===== src/rtl/ppu_bg_fetch_sequencer_pkg.sv =====
// Shared definitions for the PPU background fetch path: FSM encoding, PPU address
// constants, loopy-v field offsets and small address-forming helpers.
package ppu_bg_fetch_sequencer_pkg;

   typedef enum logic [3:0] {
      ST_IDLE   = 4'd0,
      ST_NT_REQ = 4'd1,
      ST_NT_CAP = 4'd2,
      ST_AT_REQ = 4'd3,
      ST_AT_CAP = 4'd4,
      ST_LO_REQ = 4'd5,
      ST_LO_CAP = 4'd6,
      ST_HI_REQ = 4'd7,
      ST_HI_CAP = 4'd8
   } fetch_state_e;

   localparam logic [13:0] NT_BASE     = 14'h2000;
   localparam logic [13:0] AT_OFFSET   = 14'h03C0;
   localparam int          PT_PLANE_HI = 3;

   // loopy v layout: fine Y | NT select | coarse Y | coarse X
   localparam int V_CX_LSB = 0;
   localparam int V_CY_LSB = 5;
   localparam int V_NT_LSB = 10;
   localparam int V_FY_LSB = 12;

   function automatic logic [13:0] nt_fetch_addr(input logic [11:0] v_lo);
      return NT_BASE | {2'b00, v_lo};
   endfunction

   function automatic logic [13:0] at_fetch_addr(input logic [1:0] nt_sel,
                                                 input logic [2:0] cy_hi,
                                                 input logic [2:0] cx_hi);
      return NT_BASE | AT_OFFSET | {2'b00, nt_sel, 4'b0000, cy_hi, cx_hi};
   endfunction

   function automatic logic [13:0] pt_fetch_addr(input logic       base_sel,
                                                 input logic [7:0] tile_idx,
                                                 input logic       plane,
                                                 input logic [2:0] fine_y);
      logic [13:0] addr;
      addr = {1'b0, base_sel, tile_idx, 1'b0, fine_y};
      addr[PT_PLANE_HI] = plane;
      return addr;
   endfunction

   // s = {coarse Y bit 1, coarse X bit 1} picks one 2-bit quadrant of the attribute byte
   function automatic logic [1:0] attr_select(input logic [7:0] at_byte,
                                              input logic [1:0] s);
      return at_byte[{s, 1'b0} +: 2];
   endfunction

endpackage


===== src/rtl/ppu_coarse_x_incr.sv =====
// Combinational coarse-X increment of loopy v: wraps coarse X at 31 and toggles the
// horizontal nametable select bit.
module ppu_coarse_x_incr
   import ppu_bg_fetch_sequencer_pkg::*;
(
   input  logic [14:0] v_in,
   output logic [14:0] v_out
);

   always_comb begin
      v_out = v_in;
      if (v_in[V_CX_LSB +: 5] == 5'd31) begin
         v_out[V_CX_LSB +: 5] = 5'd0;
         v_out[V_NT_LSB]      = ~v_in[V_NT_LSB];
      end else begin
         v_out[V_CX_LSB +: 5] = v_in[V_CX_LSB +: 5] + 5'd1;
      end
   end

endmodule


===== src/rtl/ppu_bg_fetch_sequencer.sv =====
// Background tile fetch sequencer: per line burst, fetches NT/AT/PT-lo/PT-hi for each
// tile over 8 clocks and presents one assembled tile per 8 clocks.
module ppu_bg_fetch_sequencer
   import ppu_bg_fetch_sequencer_pkg::*;
#(
   parameter int TILES_PER_LINE = 34,
   parameter int RD_LATENCY     = 1
) (
   input  logic        clk,
   input  logic        rst_n,
   input  logic        line_start,
   input  logic [14:0] v_addr_in,
   input  logic        pt_base_sel,
   output logic [13:0] mem_addr,
   output logic        mem_rd_req,
   input  logic [7:0]  mem_rd_data,
   output logic [7:0]  tile_lo,
   output logic [7:0]  tile_hi,
   output logic [1:0]  tile_attr,
   output logic        tile_valid,
   output logic        busy,
   output logic        line_done
);

   if (RD_LATENCY != 1) begin : g_bad_latency
      $error("ppu_bg_fetch_sequencer: only RD_LATENCY = 1 is supported");
   end
   if (TILES_PER_LINE < 1 || TILES_PER_LINE > 63) begin : g_bad_tiles
      $error("ppu_bg_fetch_sequencer: TILES_PER_LINE must be 1..63");
   end

   localparam logic [5:0] LAST_IDX = 6'(TILES_PER_LINE - 1);

   fetch_state_e state_q, state_d;
   logic [14:0]  v_q, v_d, v_incr;
   logic [5:0]   tiles_done_q, tiles_done_d;
   logic [7:0]   nt_byte_q, nt_byte_d;
   logic [7:0]   at_byte_q, at_byte_d;
   logic [7:0]   lo_byte_q, lo_byte_d;
   logic [13:0]  mem_addr_q, mem_addr_d;
   logic         mem_rd_req_q, mem_rd_req_d;
   logic [7:0]   tile_lo_q, tile_lo_d;
   logic [7:0]   tile_hi_q, tile_hi_d;
   logic [1:0]   tile_attr_q, tile_attr_d;
   logic         tile_valid_q, tile_valid_d;
   logic         busy_q, busy_d;
   logic         line_done_q, line_done_d;

   ppu_coarse_x_incr u_cx_incr (
      .v_in  (v_q),
      .v_out (v_incr)
   );

   // Next-state and next-output logic; every REQ address is formed one cycle early so
   // mem_addr/mem_rd_req come straight from flops.
   always_comb begin
      state_d      = state_q;
      v_d          = v_q;
      tiles_done_d = tiles_done_q;
      nt_byte_d    = nt_byte_q;
      at_byte_d    = at_byte_q;
      lo_byte_d    = lo_byte_q;
      mem_addr_d   = mem_addr_q;
      mem_rd_req_d = 1'b0;
      tile_lo_d    = tile_lo_q;
      tile_hi_d    = tile_hi_q;
      tile_attr_d  = tile_attr_q;
      tile_valid_d = 1'b0;
      busy_d       = busy_q;
      line_done_d  = 1'b0;

      case (state_q)
         ST_IDLE: begin
            if (line_start) begin
               state_d      = ST_NT_REQ;
               v_d          = v_addr_in;
               tiles_done_d = 6'd0;
               busy_d       = 1'b1;
               mem_rd_req_d = 1'b1;
               mem_addr_d   = nt_fetch_addr(v_addr_in[11:0]);
            end
         end
         ST_NT_REQ: state_d = ST_NT_CAP;
         ST_NT_CAP: begin
            nt_byte_d    = mem_rd_data;
            state_d      = ST_AT_REQ;
            mem_rd_req_d = 1'b1;
            mem_addr_d   = at_fetch_addr(v_q[V_NT_LSB +: 2], v_q[V_CY_LSB + 2 +: 3],
                                         v_q[V_CX_LSB + 2 +: 3]);
         end
         ST_AT_REQ: state_d = ST_AT_CAP;
         ST_AT_CAP: begin
            at_byte_d    = mem_rd_data;
            state_d      = ST_LO_REQ;
            mem_rd_req_d = 1'b1;
            mem_addr_d   = pt_fetch_addr(pt_base_sel, nt_byte_q, 1'b0, v_q[V_FY_LSB +: 3]);
         end
         ST_LO_REQ: state_d = ST_LO_CAP;
         ST_LO_CAP: begin
            lo_byte_d    = mem_rd_data;
            state_d      = ST_HI_REQ;
            mem_rd_req_d = 1'b1;
            mem_addr_d   = pt_fetch_addr(pt_base_sel, nt_byte_q, 1'b1, v_q[V_FY_LSB +: 3]);
         end
         ST_HI_REQ: state_d = ST_HI_CAP;
         ST_HI_CAP: begin
            // Attribute quadrant uses v before the coarse-X step
            tile_lo_d    = lo_byte_q;
            tile_hi_d    = mem_rd_data;
            tile_attr_d  = attr_select(at_byte_q, {v_q[V_CY_LSB + 1], v_q[V_CX_LSB + 1]});
            tile_valid_d = 1'b1;
            v_d          = v_incr;
            tiles_done_d = tiles_done_q + 6'd1;
            if (tiles_done_q == LAST_IDX) begin
               state_d     = ST_IDLE;
               busy_d      = 1'b0;
               line_done_d = 1'b1;
            end else begin
               state_d      = ST_NT_REQ;
               mem_rd_req_d = 1'b1;
               mem_addr_d   = nt_fetch_addr(v_incr[11:0]);
            end
         end
         default: begin
            state_d = ST_IDLE;
            busy_d  = 1'b0;
         end
      endcase
   end

   always_ff @(posedge clk or negedge rst_n) begin
      if (!rst_n) begin
         state_q      <= ST_IDLE;
         v_q          <= '0;
         tiles_done_q <= '0;
         nt_byte_q    <= '0;
         at_byte_q    <= '0;
         lo_byte_q    <= '0;
         mem_addr_q   <= '0;
         mem_rd_req_q <= 1'b0;
         tile_lo_q    <= '0;
         tile_hi_q    <= '0;
         tile_attr_q  <= '0;
         tile_valid_q <= 1'b0;
         busy_q       <= 1'b0;
         line_done_q  <= 1'b0;
      end else begin
         state_q      <= state_d;
         v_q          <= v_d;
         tiles_done_q <= tiles_done_d;
         nt_byte_q    <= nt_byte_d;
         at_byte_q    <= at_byte_d;
         lo_byte_q    <= lo_byte_d;
         mem_addr_q   <= mem_addr_d;
         mem_rd_req_q <= mem_rd_req_d;
         tile_lo_q    <= tile_lo_d;
         tile_hi_q    <= tile_hi_d;
         tile_attr_q  <= tile_attr_d;
         tile_valid_q <= tile_valid_d;
         busy_q       <= busy_d;
         line_done_q  <= line_done_d;
      end
   end

   assign mem_addr   = mem_addr_q;
   assign mem_rd_req = mem_rd_req_q;
   assign tile_lo    = tile_lo_q;
   assign tile_hi    = tile_hi_q;
   assign tile_attr  = tile_attr_q;
   assign tile_valid = tile_valid_q;
   assign busy       = busy_q;
   assign line_done  = line_done_q;

endmodule


===== config.mk =====
export PLATFORM = sky130hd
export DESIGN_NAME = ppu_bg_fetch_sequencer
export DESIGN_NICKNAME = d
export VERILOG_FILES = /design/src/rtl/ppu_bg_fetch_sequencer_pkg.sv /design/src/rtl/ppu_coarse_x_incr.sv /design/src/rtl/ppu_bg_fetch_sequencer.sv
export SDC_FILE = /design/constraint.sdc
export NUM_CORES = 1
export LEC_CHECK = 0
export ABC_CLOCK_PERIOD_IN_PS = 1900
export CAP_MARGIN = 20
export CORE_ASPECT_RATIO = 1.5
export CORE_MARGIN = 4
export CORE_UTILIZATION = 45
export CTS_BUF_LIST = sky130_fd_sc_hd__clkbuf_2 sky130_fd_sc_hd__clkbuf_4 sky130_fd_sc_hd__clkbuf_8
export CTS_CLUSTER_DIAMETER = 80
export DETAILED_ROUTE_END_ITERATION = 10
export PLACE_DENSITY = 0.72
export SLEW_MARGIN = 5
export SYNTH_ARGS = -nofsm -noshare
export SYNTH_HDL_FRONTEND = slang
export SYNTH_SLANG_ARGS = --single-unit

===== constraint.sdc =====
create_clock -name clk -period 1.9 [get_ports clk]
set_input_delay 0.38 -clock clk [delete_from_list [all_inputs] [get_ports clk]]
set_output_delay 0.38 -clock clk [all_outputs]
set_load 0.02 [all_outputs]

==> results.md <==
- The CTS tree is built.
- After detailed routing, the met2 layer carries 5.01 mm of wire.
- The largest net degree at the start of global routing is 40.
- The worst-case register-to-register setup slack is 20 ps.
- The later pin in the worst-skew pair is clocked with a latency of 350 ps.
- The clock net in this run drives a total of 85 sinks.
- Synthesis inferred 85 register bits.
- The row count is 41.
- The count of different cell masters after synthesis is 52.
- The routed via count is 2,912.
- The share of total power dissipated in the clock network is 0.144.
- The core area is 8410 um^2.
- The initial antenna violation count is 0.
- Dividing the detail-routed via count by the number of cells gives 5.35.
- In this run the remaining antenna-violating nets after routing total 0.
- The fraction of registers with async set/reset is 1.00.
- The dominant cell type by area after synthesis is sky130_fd_sc_hd__dfrtp_1.
- The root buffer cell is sky130_fd_sc_hd__clkbuf_8.
- In the final layout, the share of cells above drive strength 1 is 0.265.
- The number of enable flip-flop cells after synthesis is 0.
- In this run the mean area of a mapped cell was 11.6 um^2.
- The endpoint identified for the worst register-to-register timing path is mem_addr[9].
- In the layout the commonest cells are 85 x sky130_fd_sc_hd__dfrtp_1, 70 x sky130_fd_sc_hd__nand2_1, 61 x sky130_fd_sc_hd__clkdlybuf4s50_1.
- The number of global-route vias before repair came to 2,968.
- The first detailed-routing pass ran for 5 iterations.
- The clock passes through at most 2 buffers.
- The number of primary I/O pins is 63.
- The final-layout worst hold slack is 469 ps.
- The switching part of the total power is 0.362.
- The worst hold path terminates at tile_lo[2].
- For this configuration, the core starts out at a cell density of 0.459.
- Sorting the synthesized cells by area gives the leading types as sky130_fd_sc_hd__dfrtp_1 55%, sky130_fd_sc_hd__mux2_2 9.6%, sky130_fd_sc_hd__nand2_1 6.8%.
- The final period utilization is 0.991.
- The power per cell area is 1770 nW/um^2.
- Wire segments on met3 add up to 488 um in the final route.
- After clock tree synthesis, the clock-pin slew on the worst setup and hold paths is 80 ps.
- From synthesis to final layout, the design area changed by 32.1%.
- The net switching component of the power is 3.26 mW.
- Port buffering added 62 buffers.
- In this run, the number of DRC markers left after iteration 0 of detailed routing was 132.
- The fraction of power consumed by combinational cells is 0.500.
- Across the routed clock network, the largest skew measured is 7.32 ps.
- The accumulated negative setup slack is 0 ps.
- Setup repair after global routing could not meet its margin everywhere.
- The worst hold path belongs to the class reg2reg.
- The synthesized net count is 365.
- The remaining global-route overflow is 0.
- The total detailed-routing wirelength is 9.25 mm.
- The count of cells along the worst register-to-register path is 7.
- The number of clock buffers inserted by TritonCTS is 9.
- The flow ran to the end, and the final reports show no timing, DRC or antenna violations.
- In the final routed layout, each cell accounts on average for 17.0 um.
- The slew of the pin with the lowest slew margin is 517 ps.
- The max-cap violation count is 0.
- Routability-driven placement finished with a final weighted congestion of 0.791.
- In this run the most critical hold path is launched from lo_byte_q[2].
- For this run, the total global-route usage over all layers was measured as 0.192.
- Measured along the x axis, the die boundary spans 83.6 um.
- Headroom to the max-slew limit came out at 0.655.
- For the worst setup path, the data arrival time is 2120 ps.
- The share of Yosys cell area claimed by the top area cell type is 0.551.
- The number of H-tree branching levels is 3.
- The nature of the critical path endpoint is a register.
- The DRC violation count after routing is 0.
- The area of the die is 10,200 um^2.
- The global-route wire length before repair is 15.1 mm.
- The share of the Yosys chip area taken by registers is 0.551.
- The clock period minus worst slack is 1880 ps.
- The startpoint of the lowest-slack register-to-register path is state_q[1].
- The register share of total power is 0.356.
- For this block, wires on met1 add up to 3.63 mm.
- The internal power component is 5.76 mW.
- The die is 121 um tall.
- The worst setup path is launched from a register.
- In the synthesized netlist the dominant register cell turns out to be sky130_fd_sc_hd__dfrtp_1.
- The required time of the critical path is 2140 ps.
- The final-report hold violation count was 0.
- The sum of net half-perimeters after detailed placement is 6.80 mm.
- The leading cell type in the layout, fill and taps excluded is sky130_fd_sc_hd__dfrtp_1.
- The mapped cell area is 3860 um^2.
- The number of standard cells after synthesis is 334.
- The static leakage power is 2.26 nW.
- Setup violations remaining at the end of the flow were counted as 0.
- Fill cells in the final layout number 731.
- The type of the worst setup path is reg2reg.
- The max-slew violation count came to 0.
- For this run, the number of Yosys warnings is 0.
- The maximum fanout along the worst path is 9.
- The top achievable clock speed is 531 MHz.
- The peak supply drop is 0.890 mV.
- The highest routing layer actually used is met4.
- The number of stages on the worst hold path is 2.
- The number of antenna repair diodes is 0.
- For this run, the post-layout net count is 463.
## routing by layer
layer / track usage / vias up
met5: 0 / -
met4: 0.0704 / 0
met3: 0.0496 / 8
met2: 0.334 / 91
met1: 0.229 / 1439
li1: - / 1374
## Yosys cell counts (all sizes together) (3+ instances only)
master  count
mux2       40
nor3        8
clkbuf      5
inv         6
dfrtp      85
xnor2       3
nand3      10
mux2i       3
nand2      70
o21a        3
nand2b      3
ha          4
nor2       13
a221oi      8
buf        12
a22o        4
o21ai      14
xor2        3
a21oi       6
## logic make-up after synthesis
family	after synthesis	synth area share
and+or+nand+nor	117	0.143
DFF	85	0.551
buffers and inverters	25	0.0392
muxes	45	0.143
adders and majority gates	4	0.0130
xor gates and xnor gates	6	0.0136
AOI/OAI and AO/OA	52	0.0966
## critical path: stages, from the launching register on
cell and delay (ps):
sky130_fd_sc_hd__dfrtp_1 400, sky130_fd_sc_hd__or4b_4 540, sky130_fd_sc_hd__buf_6 160, sky130_fd_sc_hd__clkinv_8 50
sky130_fd_sc_hd__o21ai_4 60, sky130_fd_sc_hd__and2_4 180, sky130_fd_sc_hd__clkinv_8 80, sky130_fd_sc_hd__mux2_4 300
## worst max path at each step
stage | cells past startpoint | endpoint | startpoint | slack [ps]
final | 7 | mem_addr[9] | state_q[1] | 20
after global routing | 8 | mem_addr[5] | state_q[1] | -50
after CTS | 7 | mem_addr[9] | state_q[1] | 2
after detailed placement | 4 | v_q[6] | line_start | -370
after global placement | 4 | v_q[12] | line_start | -350
after floorplan | 8 | mem_addr[0] | state_q[1] | -30
## through the flow
stage | utilization | power (mW) | cells | cell area, um^2 | worst slack [ps]
4_1_cts | 0.600 | 9.04 | 542 | 5050 | 1.85
6_report | 0.606 | 9.02 | 544 | 5100 | 17.2
3_5_place_dp | 0.574 | 7.69 | 525 | 4830 | -367
2_1_floorplan | - | 5.87 | 334 | 3860 | -27.4
3_3_place_gp | 0.574 | 7.55 | 525 | 4830 | -350
5_1_grt | 0.606 | 9.62 | 544 | 5100 | -47.2
## layout make-up
cell class / instances / area (um^2) / area share
clock buffers: 12 / 153 / 0.0299
clock inverters: 4 / 47.5 / 0.00933
inverters: 8 / 55.1 / 0.0108
multi-input cells: 225 / 1620 / 0.319
flip-flops and latches: 85 / 2130 / 0.417
well taps: 107 / 134 / 0.0263
repair buffers: 103 / 957 / 0.188
## timing repair
| action | in CTS | in global routing |
|---|---|---|
| setup endpoints to repair | 17 | 25 |
| gates resized for setup | 2 | 6 |
| pin swaps | 1 | 1 |
| setup buffers | 0 | 1 |
| endpoints found under the hold margin | 0 | 1 |
| gates cloned | 1 | 0 |
| hold buffers | 0 | 1 |
## registers in the layout (all words and copies together) (netlist names), 2 cells and up
name          count
at_byte_q         8
lo_byte_q         8
mem_addr         14
nt_byte_q         8
state_q           4
tile_attr         2
tile_hi           8
tile_lo           8
tiles_done_q      6
v_q              15
## power groups by stage
| stage | clock (mW) | sequential (mW) | combinational (mW) |
|---|---|---|---|
| after global routing | 1.42 | 3.33 | 4.87 |
| after CTS | 1.33 | 3.22 | 4.49 |
| after floorplan | 0 | 3.59 | 2.27 |
| after global placement | 0 | 3.21 | 4.34 |
| final | 1.30 | 3.21 | 4.52 |
| after detailed placement | 0 | 3.24 | 4.45 |
Note: power is estimated with default switching activity, not from simulation.
